<file path="src/rtl/nibble_serial_addsub_ctrl_if.sv">
// rtl/nibble_serial_addsub_ctrl_if.sv - operand/result handshake bundle for the nibble-serial add/sub sequencer
interface nibble_serial_addsub_ctrl_if #(
  parameter int WIDTH = 16
);
  logic             start;
  logic             sub;
  logic [WIDTH-1:0] op_a;
  logic [WIDTH-1:0] op_b;
  logic             busy;
  logic             done;
  logic [WIDTH-1:0] sum;
  logic             cout;
  logic             ovf;

  // Requester side: issues operations and reads results.
  modport master (
    output start, sub, op_a, op_b,
    input  busy, done, sum, cout, ovf
  );

  // Sequencer side.
  modport slave (
    input  start, sub, op_a, op_b,
    output busy, done, sum, cout, ovf
  );
endinterface

</file>
<file path="src/rtl/nibble_serial_addsub_ctrl.sv">
// rtl/nibble_serial_addsub_ctrl.sv - WIDTH-bit add/sub done one 4-bit step per cycle, LS nibble first
module nibble_serial_addsub_ctrl #(
  parameter int WIDTH = 16
) (
  input  logic                          clk,
  input  logic                          rst_n,
  input  logic                          ena,
  nibble_serial_addsub_ctrl_if.slave    bus
);
  localparam int NIB = WIDTH / 4;
  localparam int IW  = (NIB > 1) ? $clog2(NIB) : 1;
  localparam logic [IW-1:0] LAST_IDX = IW'(NIB - 1);

  typedef enum logic [1:0] {
    IDLE = 2'd0,
    RUN  = 2'd1,
    DONE = 2'd2
  } state_t;

  state_t           r_state;
  logic [WIDTH-1:0] r_a;
  logic [WIDTH-1:0] r_b;        // already conditionally inverted for subtraction
  logic [WIDTH-1:0] r_partial;
  logic             r_carry;
  logic [IW-1:0]    r_idx;
  logic [WIDTH-1:0] r_sum;
  logic             r_cout;
  logic             r_ovf;
  logic             r_busy;
  logic             r_done;

  logic [3:0]       w_a_nib;
  logic [3:0]       w_b_nib;
  logic [4:0]       w_nib;
  logic [WIDTH-1:0] w_full;
  logic             w_ovf;

  // Single shared 4-bit step: current nibble of A and B' plus the running carry.
  always_comb begin
    w_a_nib = r_a[{r_idx, 2'b00} +: 4];
    w_b_nib = r_b[{r_idx, 2'b00} +: 4];
    w_nib   = {1'b0, w_a_nib} + {1'b0, w_b_nib} + {4'b0000, r_carry};
    w_full  = r_partial;
    w_full[{r_idx, 2'b00} +: 4] = w_nib[3:0];
    w_ovf   = (r_a[WIDTH-1] == r_b[WIDTH-1]) && (w_full[WIDTH-1] != r_a[WIDTH-1]);
  end

  // Sequencer FSM with all outputs registered; results publish only on the final step.
  always_ff @(posedge clk or negedge rst_n) begin
    if (!rst_n) begin
      r_state   <= IDLE;
      r_a       <= '0;
      r_b       <= '0;
      r_partial <= '0;
      r_carry   <= 1'b0;
      r_idx     <= '0;
      r_sum     <= '0;
      r_cout    <= 1'b0;
      r_ovf     <= 1'b0;
      r_busy    <= 1'b0;
      r_done    <= 1'b0;
    end else begin
      case (r_state)
        IDLE, DONE: begin
          // DONE always lasts one cycle, even with ena low; a start here chains directly.
          r_done <= 1'b0;
          if (ena && bus.start) begin
            r_a       <= bus.op_a;
            r_b       <= bus.op_b ^ {WIDTH{bus.sub}};
            r_carry   <= bus.sub;
            r_idx     <= '0;
            r_partial <= '0;
            r_busy    <= 1'b1;
            r_state   <= RUN;
          end else begin
            r_state <= IDLE;
          end
        end
        RUN: begin
          if (ena) begin
            r_partial <= w_full;
            r_carry   <= w_nib[4];
            if (r_idx == LAST_IDX) begin
              r_idx   <= '0;
              r_sum   <= w_full;
              r_cout  <= w_nib[4];
              r_ovf   <= w_ovf;
              r_busy  <= 1'b0;
              r_done  <= 1'b1;
              r_state <= DONE;
            end else begin
              r_idx <= r_idx + 1'b1;
            end
          end
        end
        default: begin
          r_busy  <= 1'b0;
          r_done  <= 1'b0;
          r_state <= IDLE;
        end
      endcase
    end
  end

  assign bus.busy = r_busy;
  assign bus.done = r_done;
  assign bus.sum  = r_sum;
  assign bus.cout = r_cout;
  assign bus.ovf  = r_ovf;
endmodule

</file>
<file path="src/flat_wrapper.sv">
// flat-port wrapper written by rule: the top's interface ports become plain ports
module nibble_serial_addsub_ctrl_flat 
#(
  parameter int WIDTH = 16
)
  (clk, rst_n, ena, bus_start, bus_sub, bus_op_a, bus_op_b, bus_busy, bus_done, bus_sum, bus_cout, bus_ovf);
  nibble_serial_addsub_ctrl_if #(.WIDTH(WIDTH)) bus_i ();
  input  logic clk;
  input  logic rst_n;
  input  logic ena;
  input wire logic [$bits(bus_i.start)-1:0] bus_start;
  input wire logic [$bits(bus_i.sub)-1:0] bus_sub;
  input wire logic [$bits(bus_i.op_a)-1:0] bus_op_a;
  input wire logic [$bits(bus_i.op_b)-1:0] bus_op_b;
  output wire logic [$bits(bus_i.busy)-1:0] bus_busy;
  output wire logic [$bits(bus_i.done)-1:0] bus_done;
  output wire logic [$bits(bus_i.sum)-1:0] bus_sum;
  output wire logic [$bits(bus_i.cout)-1:0] bus_cout;
  output wire logic [$bits(bus_i.ovf)-1:0] bus_ovf;
  assign bus_i.start = bus_start;
  assign bus_i.sub = bus_sub;
  assign bus_i.op_a = bus_op_a;
  assign bus_i.op_b = bus_op_b;
  assign bus_busy = bus_i.busy;
  assign bus_done = bus_i.done;
  assign bus_sum = bus_i.sum;
  assign bus_cout = bus_i.cout;
  assign bus_ovf = bus_i.ovf;
  nibble_serial_addsub_ctrl #(.WIDTH(WIDTH)) u_core (.clk(clk), .rst_n(rst_n), .ena(ena), .bus(bus_i));
endmodule
</file>
<file path="config.mk">
export PLATFORM = sky130hd
export DESIGN_NAME = nibble_serial_addsub_ctrl_flat
export DESIGN_NICKNAME = d
export VERILOG_FILES = /design/src/rtl/nibble_serial_addsub_ctrl_if.sv /design/src/rtl/nibble_serial_addsub_ctrl.sv /design/src/flat_wrapper.sv
export SDC_FILE = /design/constraint.sdc
export NUM_CORES = 1
export LEC_CHECK = 0
export BUFFER_PORTS_ARGS = -buffer_cell sky130_fd_sc_hd__buf_2
export CAP_MARGIN = 20
export CORE_ASPECT_RATIO = 0.6
export CORE_MARGIN = 3
export CORE_UTILIZATION = 55
export DETAILED_ROUTE_END_ITERATION = 10
export PLACE_DENSITY = 0.78
export SYNTH_ARGS = -nofsm -noshare
export SYNTH_HDL_FRONTEND = slang
export SYNTH_SLANG_ARGS = --single-unit
</file>
<file path="constraint.sdc">
create_clock -name clk -period 2.95 [get_ports clk]
set_input_delay 0 -clock clk [delete_from_list [all_inputs] [get_ports clk]]
set_output_delay 0 -clock clk [all_outputs]
set_load 0.01 [all_outputs]
</file>
==> Yosys cells after proc, flatten, opt, wreduce, memory -nomap -nowiden <==
Index checks and enable logic that the tools add are counted.
{ "word_totals": {"out_inout_bits": 20, "elab_cells": 60, "regBits": 73, "inputBits": 37} }
{ "op_classes": {"mux": 22, "n_addsub": 4, "n_reduce_logical": 10, "eq_ne": 8, "shifts": 4, "bitwise_logic": 1} }
{ "ops": {"columns": ["cell", "count"], "rows": [
  ["$mux 16", 2],
  ["$pmux 16 s2", 1],
  ["$shiftx 16x5->4", 2],
  ["$bwmux 16", 1],
  ["$shift 4x6->16 const A", 1],
  ["$shiftx 4x6->16", 1],
  ["$xor 16x16->16", 1],
  ["$mux 2", 5],
  ["$mux 1", 9],
  ["$reduce_and 3->1", 3],
  ["$pmux 2 s2", 2],
  ["$neg 4->6", 1],
  ["$add 4x4->5", 1],
  ["$add 5x1->5", 1],
  ["$eq 2x2->1 const B", 2],
  ["$ne 2x1->1 const B", 2],
  ["$pmux 1 s2", 2],
  ["$reduce_and 2->1", 2],
  ["$add 2x1->2 const B", 1],
  ["$eq 2x1->1 const B", 1],
  ["$logic_and 1x1->1", 2],
  ["$logic_not 2->1", 1],
  ["$ne 2x2->1 const B", 1],
  ["$reduce_bool 2->1", 1],
  ["3 further kinds", 3]
]} }

==> Depth between registers and ports, before layout <==
{ "depth": {"word_depth": 7, "mapped_depth": 10, "ltp_nobuf": 8} }

==> Worst setup path after synthesis <==
No wires, ideal clock.
{ "synth_path": {"path_kind": "register -> register", "start": "register u_core.r_idx[0]", "end": "register u_core.r_sum[1] (netlist: u_core.bus.sum[1])", "setup_time_ns": 0.068, "path_buffers": 2, "required_time_ns": 2.882, "path_slack_ns": 0.401, "stages_incl_launch_ff": 9, "arrival_ns": 2.481, "synth_period_minus_slack_ns": 2.549, "path_cell_list": "dfrtp_1 > buf_6 > buf_4 > mux4_2 > fa_1 > inv_1 > fa_1 > o22ai_1 > a32o_1"} }
{ "synth_between": {"elab_chain_len": 5, "elab_cells_between_ends": 10, "cone_classes": "add/sub: 3; eq/ne: 1; shift: 4; mux: 1; reduce/logical: 1"} }
{ "synth_lines": {"columns": ["element", "line_no", "text"], "rows": [
  ["start, declared", "nibble_serial_addsub_ctrl.sv:25", "logic [IW-1:0] r_idx;"],
  ["start signal, assigned", "nibble_serial_addsub_ctrl.sv:92", "r_idx <= r_idx + 1'b1;"],
  ["$shiftx 16x5->4, on equally long branches", "nibble_serial_addsub_ctrl.sv:40, nibble_serial_addsub_ctrl.sv:41", null],
  ["$add 4x4->5", "nibble_serial_addsub_ctrl.sv:42", "w_nib = {1'b0, w_a_nib} + {1'b0, w_b_nib} + {4'b0000, r_carry};"],
  ["$add 5x1->5", "nibble_serial_addsub_ctrl.sv:42", null],
  ["$shiftx 4x6->16", "nibble_serial_addsub_ctrl.sv:44", "w_full[{r_idx, 2'b00} +: 4] = w_nib[3:0];"],
  ["$bwmux 16", "nibble_serial_addsub_ctrl.sv:44", null],
  ["end signal, assigned", "nibble_serial_addsub_ctrl.sv:85", "r_sum <= w_full;"],
  ["end, declared", "nibble_serial_addsub_ctrl.sv:26", "logic [WIDTH-1:0] r_sum;"]
]} }
Several ways; a longest one is shown, not always the timed one.
A chain may end at the register's enable or synchronous reset.

==> Worst setup path after layout <==
{ "layout_path": {"start": "register u_core.r_idx[0]", "end": "register u_core.r_sum[11] (netlist: u_core.bus.sum[11])"} }
Same word-level chain as after synthesis.

==> PnR_summary.wiki <==
{| class="wikitable"
! Metric !! Value
|-
| Outcome || completed
|-
| Via/cell ratio || between 5 and 6
|-
| Cell count after synthesis || just over 300
|-
| Library cells used by synthesis || 42
|-
| Required time reported for the critical path endpoint || 3.24 ns
|-
| Sum of internal, switching and leakage power || about 4.7 mW
|-
| Area occupied by multi-input gates || 0.00161 sq mm
|-
| Final hold slack || about 0.031 ns
|-
| Final-report max-slew violation count || 0
|-
| Final Setup Violations || 0
|-
| Critical path endpoint category || register
|-
| Post-CTS setup buffer count || 0
|-
| Average wire per cell in the routed design || roughly 18 um
|-
| Top-level I/O count || 57
|-
| Cell at the root of the clock tree || clkbuf_8
|-
| FP Rows || 21
|-
| Highest-count cells in the layout ignoring fill and taps || dfrtp_1, buf_2, dlygate4sd3_1, nand2_1, o21ai_1
|-
| Critical path fanouts, max || 15
|-
| Core Region || 0.00589 sq mm
|-
| Signed area change from the synthesized netlist to the final layout || 26.8%
|-
| Global route total overflow || 0
|-
| Critical-path top delay cell || mux4_2
|-
| Detailed-router iteration count before antenna repair || 4
|-
| Critical path depth || 7
|-
| Global-route wire length before repair || 14.2 mm
|-
| Post-route clock period utilization || 0.905
|-
| Net count of the finished layout || roughly 450
|-
| Worst Reg2Reg Path Length in Cells || 7
|-
| Count of state elements after synthesis || about 70
|-
| Slew at the pin closest to its max-slew limit || approximately 0.70 ns
|-
| Cts bufs inserted || 9
|-
| Total placed instance area || about 0.004 sq mm
|-
| Number of DRC violations after detailed-routing iteration 0 || around 270
|-
| Overall die height || between 60 and 70 um
|-
| Most common library cell in the layout ignoring fill and taps || dfrtp_1
|-
| Register Area || ~0.0018 sq mm
|-
| Warnings, synthesis || 0
|-
| VDD IR max || 0.465 mV
|-
| Final weighted congestion in routability-driven placement || between 0.8 and 0.9
|-
| Clock transition at path regs || about 0.08 ns
|-
| All-Layer GR Usage || 0.262
|-
| Level count of the clock H-tree || 3
|-
| Area of the die || roughly 0.0074 sq mm
|-
| Slew Limit Headroom || 0.533
|-
| Cell taking the most area after synthesis || dfrtp_1
|-
| Main area contributors after synthesis || dfrtp_1, mux2_1, mux4_2
|-
| Leakage power of the design || 2.16 nW
|-
| Category of the critical setup timing path || register to register
|-
| Fraction of final layout cells sized beyond drive strength 1 || 0.236
|-
| Detailed Route WL || a little under 9 mm
|-
| Clock latency on the worst-skew pair || 0.35 ns
|-
| Number of remaining DRC errors || 0
|-
| Clock tree sinks || 72
|-
| Number of filler instances in the final layout || between 300 and 400
|-
| Setup repair after global routing missed its margin || no
|-
| Final core utilization || 0.760
|-
| Total vias in the final route || around 2700
|-
| Starting utilization of the core area || 0.600
|-
| Maximum number of pins on one net before global-route repair || between 40 and 50
|-
| Buffer depth of the longest clock path || 2
|-
| Die extent in x || 109 um
|-
| Clock skew after layout || around 0.011 ns
|-
| Netlist Area Pre-Place || between 0.003 and 0.004 sq mm
|-
| Final setup TNS || 0 ns
|-
| Hold Violations, Final || 0
|-
| Worst hold path cell count || 4
|-
| Half-perimeter wire length of the detailed placement result || just under 6 mm
|-
| Worst hold path type || input port to register
|-
| Number of antenna violations at the first check in global routing || 0
|-
| Number of global-route vias before repair || 2732
|-
| Count of inserted antenna diode cells || 0
|-
| Achievable Freq || 0.375 GHz
|-
| Critical path startpoint category || register
|-
| Count of buffers inserted at the top-level ports || 56
|-
| Number of nets with antenna violations after detailed routing || 0
|-
| Buffers plus inverters on the worst setup path || 1
|-
| Sequence of cells on the critical path || buf_4 -> mux4_2 -> ha_1 -> a21oi_1 -> a21boi_1 -> o32ai_1 -> mux2_2
|-
| Share of the synthesized area in the top cell type || 0.510
|-
| Kind of cell with the highest combined delay on the critical path || compound AO/OA/AOI/OAI gates
|-
| Cell area after layout || approximately 0.0045 sq mm
|-
| Arrival time reported for the critical path endpoint || 2.96 ns
|-
| Max stage delay on crit path || approximately 0.55 ns
|-
| TritonCTS clock tree || done
|-
| Power density over the cells || about 1100 mW/mm^2
|-
| Nets in the synthesized netlist || 351
|-
| Post-synthesis average cell area || 11.7 sq um
|-
| Sequential area share after synthesis || 0.510
|-
| Shortest period the worst path allows || approximately 2.7 ns
|-
| Max-cap violation count || 0
|}
metal layers:
layer	vias up	share of wire	GRT usage
met1	1313	0.47	0.377
li1	1280	-	-
met4	0	0.016	0.0638
met2	122	0.42	0.378
met5	-	0	0
met3	16	0.096	0.0971
synth_stat cells (all sizes together):
master,n
and4bb,2
o21ai,28
and4b,1
o32ai,3
fa,2
a31oi,1
a22o,9
nand3b,3
o31ai,1
a21o,9
nor2,12
nor2b,8
and2b,1
clkbuf,9
dfrtp,72
inv,15
and3b,2
ha,9
a32o,8
or3,2
and4,1
nand4bb,2
nand4b,2
a21oi,12
o221ai,1
mux2,19
nand2,27
nand3,2
a21boi,1
buf,6
nor3,1
xnor2,17
mux4,8
o22ai,4
a211oi,1
nor4bb,1
and2,1
worst paths after layout:
check	endpoint	from	slack [ns]
worst min register to register	u_core.r_partial[8]$_DFFE_PN0P_	u_core.r_partial[8]$_DFFE_PN0P_	0.47
worst min-delay path	u_core.r_state[0]$_DFFE_PN0P_	ena	0.03
worst max-delay path	u_core.bus.sum[11]$_DFFE_PN0P_	u_core.r_idx[0]$_DFFE_PN0P_	0.28
min in group asynchronous	u_core.r_b[1]$_DFFE_PN0P_	rst_n	0.22
worst max register to register	u_core.bus.sum[11]$_DFFE_PN0P_	u_core.r_idx[0]$_DFFE_PN0P_	0.28
max in group asynchronous	u_core.r_idx[0]$_DFFE_PN0P_	rst_n	1.71
power by group:
part / total, mW / internal, mW / switching, mW
clock network: 0.873 / 0.517 / 0.356
registers: 1.68 / 1.39 / 0.288
logic: 2.15 / 0.948 / 1.21
total: 4.71 / 2.86 / 1.85
tightest hold or removal path: stages:
cell and delay (ns):
buf_2 0.14, a21oi_1 0.10, nand2_1 0.07, nand2_1 0.05
per-stage QoR:
stage	worst slack [ns]	cells
finish	0.280	482
global route	0.0801	482
CTS	0.145	482
detailed placement	0.172	433
global placement	0.292	433
floorplan	0.401	303
flip-flops by register name, indices dropped and copies added, names as in the netlist:
name / cells
u_core.bus.cout: 1
u_core.r_state: 2
u_core.r_carry: 1
u_core.r_partial: 16
u_core.r_a: 16
u_core.r_b: 16
u_core.bus.sum: 16
u_core.r_idx: 2
u_core.bus.ovf: 1
u_core.bus.busy: 1
cell type report:
| cell class | instances | share of cell area |
|---|---|---|
| clock buffer | 12 | 0.0347 |
| clock inverter | 3 | 0.0145 |
| tap | 80 | 0.0224 |
| multi-input combinational | 201 | 0.359 |
| timing repair buffer | 99 | 0.154 |
| inverter | 15 | 0.0126 |
| sequential | 72 | 0.403 |
what timing repair did:
item | CTS | global route
resized for setup | 0 | 2
hold buffers | 34 | 0
endpoints found under the hold margin | 62 | 0
endpoints found under the setup margin | 0 | 7
kinds of logic (layout without fill, tap and decap cells):
logic type / count (synthesis) / after routing / synth area share
AND/OR/NAND/NOR: 68 / 68 / 0.110
buffers and inverters: 30 / 129 / 0.0365
multiplexers: 27 / 27 / 0.112
XOR/XNOR: 17 / 17 / 0.0422
flip-flops: 72 / 72 / 0.510
AO/OA/AOI/OAI: 78 / 78 / 0.146
adder cells (fa/ha/maj): 11 / 11 / 0.0432
(Power assumes the default switching activity.)
